<file path="src/rtl/logic_sweep_unit.sv">
// logic_sweep_unit
// Registered, parametrised bitwise-function unit with two operand sources:
//   direct mode - operands arrive over a valid/ready handshake;
//   sweep mode  - an internal 2*WIDTH-bit counter walks every (a,b) pair,
//                 a-major / b-minor, emitting the full truth table once.
// Functions (op): 00 ANDN (~a & b), 01 XNOR, 10 AND, 11 XOR.
//
// Ports
//   clk, rst_n           rising-edge clock, synchronous active-low reset
//   op                   function select (latched at sweep start)
//   start                one-cycle sweep request (wins over in_valid in IDLE)
//   in_valid/in_ready    direct-mode handshake (in_ready is combinational)
//   in_a, in_b           direct-mode operands
//   out_valid/out_ready  single-stage result register handshake
//   out_a, out_b, out_s  registered entry: operands and result
//   busy                 high in SWEEP and DONE
//   done                 one-cycle pulse when the sweep completes
//   ones_count           (LOGIC_SWEEP_STATS_EN only) sum of popcount(out_s)
//                        over the entries of the current/last sweep
//
// Optional feature macro: LOGIC_SWEEP_STATS_EN
module logic_sweep_unit #(
    parameter int unsigned WIDTH = 4
) (
    input  logic             clk,
    input  logic             rst_n,
    input  logic [1:0]       op,
    input  logic             start,
    input  logic             in_valid,
    output logic             in_ready,
    input  logic [WIDTH-1:0] in_a,
    input  logic [WIDTH-1:0] in_b,
    output logic             out_valid,
    input  logic             out_ready,
    output logic [WIDTH-1:0] out_a,
    output logic [WIDTH-1:0] out_b,
    output logic [WIDTH-1:0] out_s,
    output logic             busy,
`ifdef LOGIC_SWEEP_STATS_EN
    output logic             done,
    output logic [2*WIDTH+3:0] ones_count
`else
    output logic             done
`endif
);

    localparam int unsigned CNT_W  = 2 * WIDTH;
    localparam int unsigned STAT_W = 2 * WIDTH + 4;

    typedef enum logic [1:0] {
        ST_IDLE  = 2'd0,
        ST_SWEEP = 2'd1,
        ST_DONE  = 2'd2
    } state_e;

    // Bitwise function table shared by both operand sources.
    function automatic logic [WIDTH-1:0] eval_fn(
        input logic [1:0]       f,
        input logic [WIDTH-1:0] a,
        input logic [WIDTH-1:0] b
    );
        logic [WIDTH-1:0] r;
        case (f)
            2'b00:   r = ~a & b;
            2'b01:   r = ~(a ^ b);
            2'b10:   r = a & b;
            default: r = a ^ b;
        endcase
        return r;
    endfunction

    state_e             state_q, state_d;
    logic [CNT_W-1:0]   cnt_q;
    logic [1:0]         op_q;
    logic               out_valid_q;
    logic [WIDTH-1:0]   out_a_q, out_b_q, out_s_q;
    logic               busy_q, done_q;

    logic               load_c;
    logic               in_ready_c;
    logic               ent_vld_c;
    logic [WIDTH-1:0]   ent_a_c, ent_b_c, ent_s_c;

    // State register.
    always_ff @(posedge clk) begin
        if (!rst_n) begin
            state_q <= ST_IDLE;
        end else begin
            state_q <= state_d;
        end
    end

    // Next-state logic; the sweep ends on the cycle that loads the all-ones entry.
    always_comb begin
        state_d = state_q;
        case (state_q)
            ST_IDLE:  if (start) state_d = ST_SWEEP;
            ST_SWEEP: if (load_c && (cnt_q == '1)) state_d = ST_DONE;
            ST_DONE:  state_d = ST_IDLE;
            default:  state_d = ST_IDLE;
        endcase
    end

    // Output/entry-select logic: picks the operand source and handshake.
    always_comb begin
        load_c     = !out_valid_q || out_ready;
        in_ready_c = 1'b0;
        ent_vld_c  = 1'b0;
        ent_a_c    = in_a;
        ent_b_c    = in_b;
        ent_s_c    = eval_fn(op, in_a, in_b);
        case (state_q)
            ST_IDLE: begin
                // start has priority: no direct operand is taken that cycle
                in_ready_c = rst_n && !start && load_c;
                ent_vld_c  = in_valid && in_ready_c;
            end
            ST_SWEEP: begin
                ent_vld_c = load_c;
                ent_a_c   = cnt_q[CNT_W-1:WIDTH];
                ent_b_c   = cnt_q[WIDTH-1:0];
                ent_s_c   = eval_fn(op_q, cnt_q[CNT_W-1:WIDTH], cnt_q[WIDTH-1:0]);
            end
            default: begin
                in_ready_c = 1'b0;
                ent_vld_c  = 1'b0;
            end
        endcase
    end

    // Result register, sweep counter, latched function and status flags.
    always_ff @(posedge clk) begin
        if (!rst_n) begin
            out_valid_q <= 1'b0;
            out_a_q     <= '0;
            out_b_q     <= '0;
            out_s_q     <= '0;
            cnt_q       <= '0;
            op_q        <= 2'b00;
            busy_q      <= 1'b0;
            done_q      <= 1'b0;
        end else begin
            if (load_c) begin
                out_valid_q <= ent_vld_c;
                if (ent_vld_c) begin
                    out_a_q <= ent_a_c;
                    out_b_q <= ent_b_c;
                    out_s_q <= ent_s_c;
                end
            end
            if ((state_q == ST_IDLE) && start) begin
                op_q  <= op;
                cnt_q <= '0;
            end else if ((state_q == ST_SWEEP) && load_c) begin
                cnt_q <= cnt_q + CNT_W'(1);
            end
            busy_q <= (state_d != ST_IDLE);
            done_q <= (state_d == ST_DONE);
        end
    end

`ifdef LOGIC_SWEEP_STATS_EN
    function automatic logic [STAT_W-1:0] popcount(input logic [WIDTH-1:0] x);
        logic [STAT_W-1:0] n;
        n = '0;
        for (int i = 0; i < int'(WIDTH); i++) begin
            n = n + STAT_W'(x[i]);
        end
        return n;
    endfunction

    logic [STAT_W-1:0] ones_q;

    // Ones accumulator over sweep entries only.
    always_ff @(posedge clk) begin
        if (!rst_n) begin
            ones_q <= '0;
        end else if ((state_q == ST_IDLE) && start) begin
            ones_q <= '0;
        end else if ((state_q == ST_SWEEP) && load_c) begin
            ones_q <= ones_q + popcount(ent_s_c);
        end
    end

    assign ones_count = ones_q;
`endif

    assign in_ready  = in_ready_c;
    assign out_valid = out_valid_q;
    assign out_a     = out_a_q;
    assign out_b     = out_b_q;
    assign out_s     = out_s_q;
    assign busy      = busy_q;
    assign done      = done_q;

endmodule
</file>
<file path="config.mk">
export PLATFORM = sky130hd
export DESIGN_NAME = logic_sweep_unit
export DESIGN_NICKNAME = d
export VERILOG_FILES = /design/src/rtl/logic_sweep_unit.sv
export SDC_FILE = /design/constraint.sdc
export NUM_CORES = 1
export LEC_CHECK = 0
export BUFFER_PORTS_ARGS = -buffer_cell sky130_fd_sc_hd__buf_4
export CORE_MARGIN = 5
export CORE_UTILIZATION = 40
export CTS_BUF_LIST = sky130_fd_sc_hd__clkbuf_4
export CTS_CLUSTER_SIZE = 14
export DETAILED_ROUTE_END_ITERATION = 7
export GPL_TIMING_DRIVEN = 0
export PLACE_DENSITY_LB_ADDON = 0.12
export SETUP_SLACK_MARGIN = 0.1
export SLEW_MARGIN = 25
export SYNTH_ARGS = -nofsm -noshare
export SYNTH_HDL_FRONTEND = slang
export SYNTH_SLANG_ARGS = --single-unit
</file>
<file path="constraint.sdc">
create_clock -name clk -period 2.1 [get_ports clk]
set_clock_uncertainty 0.2 [all_clocks]
set_input_delay 0.42 -clock clk [delete_from_list [all_inputs] [get_ports clk]]
set_output_delay 0.42 -clock clk [all_outputs]
set_load 0.01 [all_outputs]
</file>
==> results.ini, run 1 <==
[outcome]
outcome=finished clean

[detailed_routing]
num_vias=1237
drc=0
vias_per_cell=5.070
wl_per_cell_um=13.81
drt_iter0_drc=41
ant_nets=0
drt-total-wl_um=3370
drtPass1Iterations=4

[floorplanning]
num_rows=22
fp.dieH_um=71.35
start_util_pct=41.11
fp.dieArea_sq_um=5090
ios=31
core_area_sq_um=3661
die_x_um=71.35

[clock_tree]
cts_tree=done
htreeDepth=1
ctsHoldBuffers=0
cts_made_buffers=3
cts_root_buf=clkbuf_4
worstSkewPairLatency_ps=330
clk_pin_slew_ps=140
clock-sinks=27
clock_path_buffers=2

[sta]
finalSetupViolCount=0
tightest_slew_ps=519.6
max_freq_ghz=0.5196
slew_headroom_pct=65.04
period_minus_slack_ps=1925
drv_slew=0
rsz0062_at_grt=no
hold_viol=0
finalCritPeriodShare_pct=91.65
fin_setup_tns_ps=0

[yosys]
yosysWarnings=0
synth_top_area_share_pct=35.91
synth_common_cells=27 x dfxtp_1, 25 x nand2_1, 23 x xnor2_1
synthCells=162
yosysMostFrequentCell=dfxtp_1
ys_seq_area_share_pct=35.91
synth_area_leader_cell=dfxtp_1
ys.flop_type=dfxtp_1
synth-edff-count=0
syn_avg_cell_area_sq_um=9.291
synth_area_leaders=dfxtp_1 36%, mux2i_1 15%, xnor2_1 13%
ys_types=29
syn_nets=178
yosys_register_bits=27
syn_area_sq_um=1505
async_flop_share_pct=0

[critical_path]
critPathMaxFanout=3
setup.worst_path.start_class=register
crit_required_ps=1480
critPathKind=register to output port
crit_path_end_kind=output port
crit_arrival_ps=1300

[finish]
diodes=0
drive_gt1_share_pct=27.55
final_nets=213
fillers=366
syn2layout_area_growth_pct=22.03
fin_util_pct=50.17

[grt]
grt_usage_pct=13.89
grt_pass1_wl_um=5706
grt_pass1_vias=1245
grt_overflow=0
antenna_found_initial=0
grt_max_degree=15

[job]
maxCapViolations=0

[place]
place_hpwl_um=2640
io_buffers=28
place.gp.congestion=0.7496

[min_path]
hold_path.class=primary input to register

[power]
powerDensity_nw_per_um2=576.1
peakVddDrop_mv=0.3163
leakagePower_nw=0.8428

==> registers in the layout, indices dropped and copies added, names as in the netlist <==
register and count:
out_a 4, op_q 2, done 1, out_b 4
out_valid 1, state_q 2, cnt_q 8, busy 1
out_s 4
==> layout by cell type (no fill, tap or decap), types with 2 or more instances in the layout <==
master | synthesis | final
dfxtp_1 | 27 | 26
o211a_1 | 8 | 8
clkbuf_4 | 0 | 4
mux2i_1 | 22 | 22
and4b_1 | 2 | 2
buf_6 | 1 | 2
clkbuf_2 | 2 | 2
buf_4 | 0 | 30
nand2b_1 | 3 | 3
clkbuf_1 | 3 | 3
nand2_1 | 25 | 25
nor3b_1 | 2 | 2
nor2_1 | 10 | 10
buf_2 | 9 | 8
nor4_2 | 3 | 4
nand3_1 | 2 | 2
o22ai_1 | 4 | 4
nor2b_1 | 3 | 2
xnor2_1 | 23 | 23
==> layer usage <==
layer | wire, um | part of all wire, % | GRT usage, % | up-vias
li1 | - | - | - | 622
met1 | 1570 | 47 | 17.08 | 583
met2 | 1553 | 46 | 23.06 | 26
met3 | 199 | 5.9 | 3.787 | 6
met4 | 46 | 1.4 | 5.219 | 0
met5 | 0 | 0 | 0 | -
==> cell type report <==
class	instances	area (sq um)	area share [%]
plain buffers	15	83.83	4.564
flip-flops and latches	27	541.8	29.50
repair buffers	30	225.2	12.26
inverters	1	3.754	0.2044
clock buffers	4	30.03	1.635
well taps	48	60.06	3.270
multi-input cells	119	892.1	48.57
==> cells by family after synthesis <==
family                     synth area share, %
AOI/OAI and AO/OA                        9.476
buffers and inverters                    5.403
muxes                                    14.63
and+or+nand+nor                          20.37
xor gates and xnor gates                 13.38
adders and majority gates               0.8311
DFF                                      35.91
==> path summary, 6_finish.rpt <==
kind	from	to	slack (ps)	depth (start not counted)
max	out_valid	in_ready	180	4
min	start	busy	210	3
max reg2reg	cnt_q[0]	done	220	4
min reg2reg	out_s[2]	out_s[2]	290	2
==> metrics by stage <==
step	cells	hold WS (ps)	setup slack, ps	power, W	instance area, sq um
finish	244	205.3	175.3	0.001058	1837
global route	244	231.9	80.81	0.001111	1837
CTS	242	188.6	120.9	0.001061	1821
detailed placement	238	268.8	155.1	0.0008205	1775
global placement	238	263.1	150.7	0.0008149	1775
floorplan	162	292.1	375.5	0.0007272	1505
==> report_power, final <==
part	internal [W]	leakage, nW	total (W)	switching, W
Clock	0.0000874	0.0184	0.000246	0.000159
Combinational	0.000129	0.603	0.000251	0.000123
Sequential	0.000542	0.221	0.000561	0.0000189
Total	0.000758	0.843	0.00106	0.000300
==> timing repair <==
| action | in CTS | in global routing |
|---|---|---|
| gates resized for setup | 4 | 1 |
| setup endpoints to repair | 1 | 1 |
| setup buffers | 0 | 2 |
==> worst max-delay path: stages (launching register included) <==
cell and delay (ps):
dfxtp_2 340, nor2b_2 170, buf_6 120, nor4_2 190, buf_4 160
(Power assumes the default switching activity.)
==> run 2, diff against run 1 <==
--- a/config.mk
+++ b/config.mk
@@ -6,6 +6,7 @@
 export NUM_CORES = 1
 export LEC_CHECK = 0
 export BUFFER_PORTS_ARGS = -buffer_cell sky130_fd_sc_hd__buf_4
+export CAP_MARGIN = 20
 export CORE_MARGIN = 5
 export CORE_UTILIZATION = 40
 export CTS_BUF_LIST = sky130_fd_sc_hd__clkbuf_4
==> constraint.sdc (replaced) <==
create_clock -name clk -period 2.1 [get_ports clk]
set_clock_uncertainty 0.2 [all_clocks]
set_input_delay 0.21 -clock clk [delete_from_list [all_inputs] [get_ports clk]]
set_output_delay 0.21 -clock clk [all_outputs]
set_load 0.01 [all_outputs]
==> results.ini, run 2 (synthesis gave the netlist of run 1 again) <==
[sta]
fin_setup_tns_ps=0  ; unchanged
max_freq_ghz=0.5332  ; +2.6%
period_minus_slack_ps=1875  ; -49.29 ps
slew_headroom_pct=65.32  ; +0.28 points
rsz0062_at_grt=no
finalCritPeriodShare_pct=89.30  ; -2.3 points
drv_slew=0  ; unchanged
tightest_slew_ps=515.4  ; -4.178 ps
hold_viol=0  ; unchanged
finalSetupViolCount=0  ; unchanged

[power]
leakagePower_nw=0.8340  ; -1.0%
p_int_w=0.0007546  ; -0.46%
p_comb_share_pct=23.4  ; -0.4 points
p_seq_share_pct=53.2  ; +0.2 points
peakVddDrop_mv=0.3186  ; +0.73%
powerDensity_nw_per_um2=579.7  ; +0.62%
pwr-share-clk_pct=23.4  ; +0.2 points
swShare_pct=28.30  ; -0.063 points
power_switching_w=0.0002978  ; -0.77%

[clock_tree]
cts_tree=done
clock-sinks=27  ; unchanged
clock_path_buffers=2  ; unchanged
cts_made_buffers=3  ; unchanged
htreeDepth=1  ; unchanged
cts_setup_buffers=0  ; unchanged
cts_root_buf=clkbuf_4
worstSkewPairLatency_ps=330  ; about the same
clk_pin_slew_ps=160  ; +20 ps

[critical_path]
r2r-start=cnt_q[0]
rr_worst_depth=4  ; unchanged
crit_required_ps=2170  ; +690 ps
r2r_end=done
startpoint=cnt_q[0]
crit_arrival_ps=1950  ; +650 ps
critPathKind=register to register
reg2reg_slack_ps=220  ; about the same
setup.worst_path.start_class=register
crit_path_end_kind=register
critPathMaxFanout=6  ; +3

[floorplanning]
die_x_um=71.35  ; unchanged
core_area_sq_um=3661  ; unchanged
fp.dieArea_sq_um=5090  ; unchanged
ios=31  ; unchanged
num_rows=22  ; unchanged
fp.dieH_um=71.35  ; unchanged
start_util_pct=41.11  ; unchanged

[grt]
grt_pass1_wl_um=5678  ; -0.49%
grt_max_degree=15  ; unchanged
grt_overflow=0  ; unchanged
grt_pass1_vias=1239  ; -0.48%
grt_usage_pct=13.81  ; -0.087 points
antenna_found_initial=0  ; unchanged

[finish]
fillers=374  ; +2.2%
layout_commonest_cell=buf_4
largest-register=cnt_q
final_nets=212  ; -0.47%
finalNonFillerCells=243  ; -0.41%
diodes=0  ; unchanged
finalInstanceArea_sq_um=1815  ; -1.2%
largest_reg_flops=8  ; unchanged
syn2layout_area_growth_pct=20.62
final_cell_mix=28 x buf_4, 27 x dfxtp_1, 25 x nand2_1, 23 x xnor2_1, 22 x mux2i_1
drive_gt1_share_pct=25.13  ; -2.4 points
fin_util_pct=49.59  ; -0.58 points

[detailed_routing]
drc=0  ; unchanged
num_vias=1234  ; -0.24%
drt_iter0_drc=34  ; -17%
vias_per_cell=5.078  ; +0.17%
ant_nets=0  ; unchanged
wl_per_cell_um=13.69  ; -0.87%
drt-total-wl_um=3327  ; -1.3%
drtPass1Iterations=4  ; unchanged

[min_path]
holdPathEnd=out_b[1]
worstHoldStart=in_b[1]
hold_depth=4  ; +1
hold_path.class=primary input to register

[job]
maxCapViolations=0  ; unchanged

[place]
dpl.cell_count=238  ; unchanged
place_hpwl_um=2640  ; unchanged
io_buffers=28  ; unchanged
place.gp.congestion=0.7496  ; unchanged
place_area_sq_um=1775  ; unchanged

[outcome]
outcome=finished clean

-- run 2: cell types whose count changed in the layout (fill, tap and decap cells not counted) --
cell	previous run	this run
buf_2	8	9
dlygate4sd3_1	0	1
nor4_1	1	2
buf_6	2	1
nor2b_1	2	3
dfxtp_1	26	27
nor2b_2	1	0
nor4_2	4	3
dfxtp_2	1	0
buf_4	30	28
-- run 2: worst max path at each step --
stage	to	slack, ps
floorplan	done	600
global placement	done	310
detailed placement	done	280
CTS	in_ready	190
global route	in_ready	110
finish	done	220
-- run 2: worst max-delay path, stage by stage (launching register included) --
cell     delay (ps)
dfxtp_1         500
ha_1            200
nand2_1         130
nor4_1          520
and4b_1         260
-- run 2: metrics by stage --
step	setup WS, ps	total power [W]	hold slack (ps)
6_report	224.6	0.001052	36.45
5_1_grt	106.9	0.001105	49.19
4_1_cts	191.0	0.001059	35.12
3_5_place_dp	279.7	0.0008205	268.8
3_3_place_gp	313.6	0.0008149	263.1
2_1_floorplan	603.8	0.0007272	166.6
-- run 2: layout make-up --
| type | instances | area, sq um | area share, % |
|---|---|---|---|
| multi-input combinational | 119 | 883.3 | 48.66 |
| buffer | 15 | 77.57 | 4.273 |
| sequential | 27 | 540.5 | 29.77 |
| inverter | 1 | 3.754 | 0.2068 |
| timing repair buffer | 29 | 220.2 | 12.13 |
| tap | 48 | 60.06 | 3.308 |
| clock buffer | 4 | 30.03 | 1.654 |
-- run 2: layer usage --
metal  vias to the layer above  wire length (um)  track usage, %
li1                        620                 -               -
met1                       582              1544           16.91
met2                        26              1539           23.06
met3                         6               197           3.647
met4                         0                46           5.219
met5                         -                 0               0
-- run 2: power groups by stage --
stage | Combinational [W] | Sequential (W) | Clock, W
detailed placement | 0.000249 | 0.000571 | 0
global placement | 0.000245 | 0.000570 | 0
floorplan | 0.000147 | 0.000580 | 0
finish | 0.000246 | 0.000560 | 0.000246
global route | 0.000272 | 0.000565 | 0.000268
CTS | 0.000251 | 0.000560 | 0.000247
-- run 2: repair_timing --
| action | 4_1_cts | 5_1_grt |
|---|---|---|
| hold endpoints to repair | 1 | 0 |
| hold buffers | 1 | 0 |
| resized for setup | 0 | 0 |
==> run 3, diff against run 2 <==
==> constraint.sdc (replaced) <==
create_clock -name clk -period 2.1 [get_ports clk]
set_clock_uncertainty 0.2 [all_clocks]
set_input_delay 0.315 -clock clk [delete_from_list [all_inputs] [get_ports clk]]
set_output_delay 0.315 -clock clk [all_outputs]
set_load 0.01 [all_outputs]
==> results.ini, run 3 (synthesis gave the netlist of run 1 again) <==
[floorplanning]
fp.dieH_um=71.35  ; unchanged
fp.dieArea_sq_um=5090  ; unchanged
ios=31  ; unchanged
die_x_um=71.35  ; unchanged
num_rows=22  ; unchanged
core_area_sq_um=3661  ; unchanged
start_util_pct=41.11  ; unchanged

[power]
fin_total_pwr_w=0.001050  ; -0.23%
leakagePower_nw=0.8303  ; -0.44%
peakVddDrop_mv=0.3189  ; +0.11%
powerDensity_nw_per_um2=579.9  ; about the same

[clock_tree]
clock-sinks=27  ; unchanged
ctsHoldBuffers=0  ; -1
clock_path_buffers=2  ; unchanged
cts_tree=done
worstSkewPairLatency_ps=330  ; about the same
cts_made_buffers=3  ; unchanged
cts_root_buf=clkbuf_4
clk_pin_slew_ps=130  ; -30 ps
htreeDepth=1  ; unchanged

[detailed_routing]
drc=0  ; unchanged
drt_iter0_drc=39  ; +15%
ant_nets=0  ; unchanged
num_vias=1221  ; -1.1%
vias_per_cell=5.045  ; -0.64%
drt-total-wl_um=3328  ; about the same
drtPass1Iterations=4  ; unchanged
wl_per_cell_um=13.75  ; +0.44%

[grt]
grt_overflow=0  ; unchanged
grt_pass1_wl_um=5685  ; +0.12%
grt_usage_pct=13.83  ; +0.029 points
grt_max_degree=15  ; unchanged
grt_pass1_vias=1239  ; unchanged
antenna_found_initial=0  ; unchanged

[critical_path]
critPathMaxFanout=10  ; +4
startpoint=out_valid
r2r_end=done
crit_path_end_kind=output port
critPathKind=register to output port
setup.worst_path.start_class=register
reg2reg_slack_ps=220  ; about the same
crit_arrival_ps=1400  ; -550 ps
crit_required_ps=1580  ; -590 ps
r2r-start=cnt_q[0]
rr_worst_depth=4  ; unchanged

[sta]
fin_setup_tns_ps=0  ; unchanged
slew_headroom_pct=65.89  ; +0.57 points
drv_slew=0  ; unchanged
hold_viol=0  ; unchanged
tightest_slew_ps=507.0  ; -8.440 ps
rsz0062_at_grt=no
finalCritPeriodShare_pct=91.15  ; +1.8 points
finalSetupViolCount=0  ; unchanged
period_minus_slack_ps=1914  ; +38.81 ps
max_freq_ghz=0.5224  ; -2.0%

[finish]
fillers=373  ; -0.27%
final_nets=211  ; -0.47%
largest_reg_flops=8  ; unchanged
final_cell_mix=29 x buf_4, 27 x dfxtp_1, 25 x nand2_1, 23 x xnor2_1, 22 x mux2i_1
diodes=0  ; unchanged
layout_commonest_cell=buf_4
fin_util_pct=49.45  ; -0.14 points
syn2layout_area_growth_pct=20.28
drive_gt1_share_pct=25.77  ; +0.64 points
largest-register=cnt_q

[min_path]
hold_depth=3  ; -1
hold_path.class=primary input to register
worstHoldStart=start
holdPathEnd=busy

[place]
place.gp.congestion=0.7496  ; unchanged
place_hpwl_um=2640  ; unchanged
io_buffers=28  ; unchanged

[outcome]
outcome=finished clean

[job]
maxCapViolations=0  ; unchanged

==> run 3: worst max path at each step <==
stage / endpoint / slack (ps) / cells past startpoint
after detailed placement: done / 280 / 4
final: in_ready / 190 / 4
after floorplan: in_ready / 510 / 3
after global placement: done / 310 / 4
after CTS: in_ready / 160 / 4
after global routing: in_ready / 120 / 4
==> run 3: through the flow <==
stage | area [sq um] | hold WS, ps | setup WS (ps) | std cells
finish | 1810 | 82.52 | 185.8 | 242
global placement | 1775 | 263.1 | 313.6 | 238
detailed placement | 1775 | 268.8 | 279.7 | 238
global route | 1810 | 98.20 | 124.9 | 242
CTS | 1808 | 76.93 | 155.6 | 242
floorplan | 1505 | 271.6 | 505.1 | 162
==> run 3: power breakdown <==
group	total, W	leakage (nW)	switching (W)	internal, W
clock network	0.000244	0.0184	0.000156	0.0000874
registers	0.000560	0.221	0.0000184	0.000542
logic	0.000246	0.591	0.000121	0.000125
total	0.00105	0.830	0.000296	0.000754
==> run 3: worst max-delay path: stages (launching register included) <==
cell     delay (ps)
dfxtp_1         330
nor2b_2         170
buf_4           190
nor4_1          230
buf_4           170
==> run 3: per-layer routing <==
metal | part of all wire, % | global-route usage, % | vias up
met5 | 0 | 0 | -
li1 | - | - | 616
met1 | 46 | 16.91 | 571
met4 | 1.4 | 5.219 | 0
met3 | 6.1 | 3.787 | 6
met2 | 46 | 23.06 | 28
==> run 3: what timing repair did <==
action | 4_1_cts | 5_1_grt
setup endpoints to repair | 1 | 1
pin swaps | 0 | 0
cloned | 0 | 0
resized for setup | 1 | 1
buffers inserted | 0 | 0
==> run 3: final cells by class <==
type                            count  area (sq um)  area share [%]
Clock buffer                        4         30.03           1.659
Inverter                            1         3.754          0.2073
Multi-Input combinational cell    119         885.9           48.93
Timing Repair Buffer               28         210.2           11.61
Sequential cell                    27         540.5           29.85
Buffer                             15         80.08           4.423
Tap cell                           48         60.06           3.317
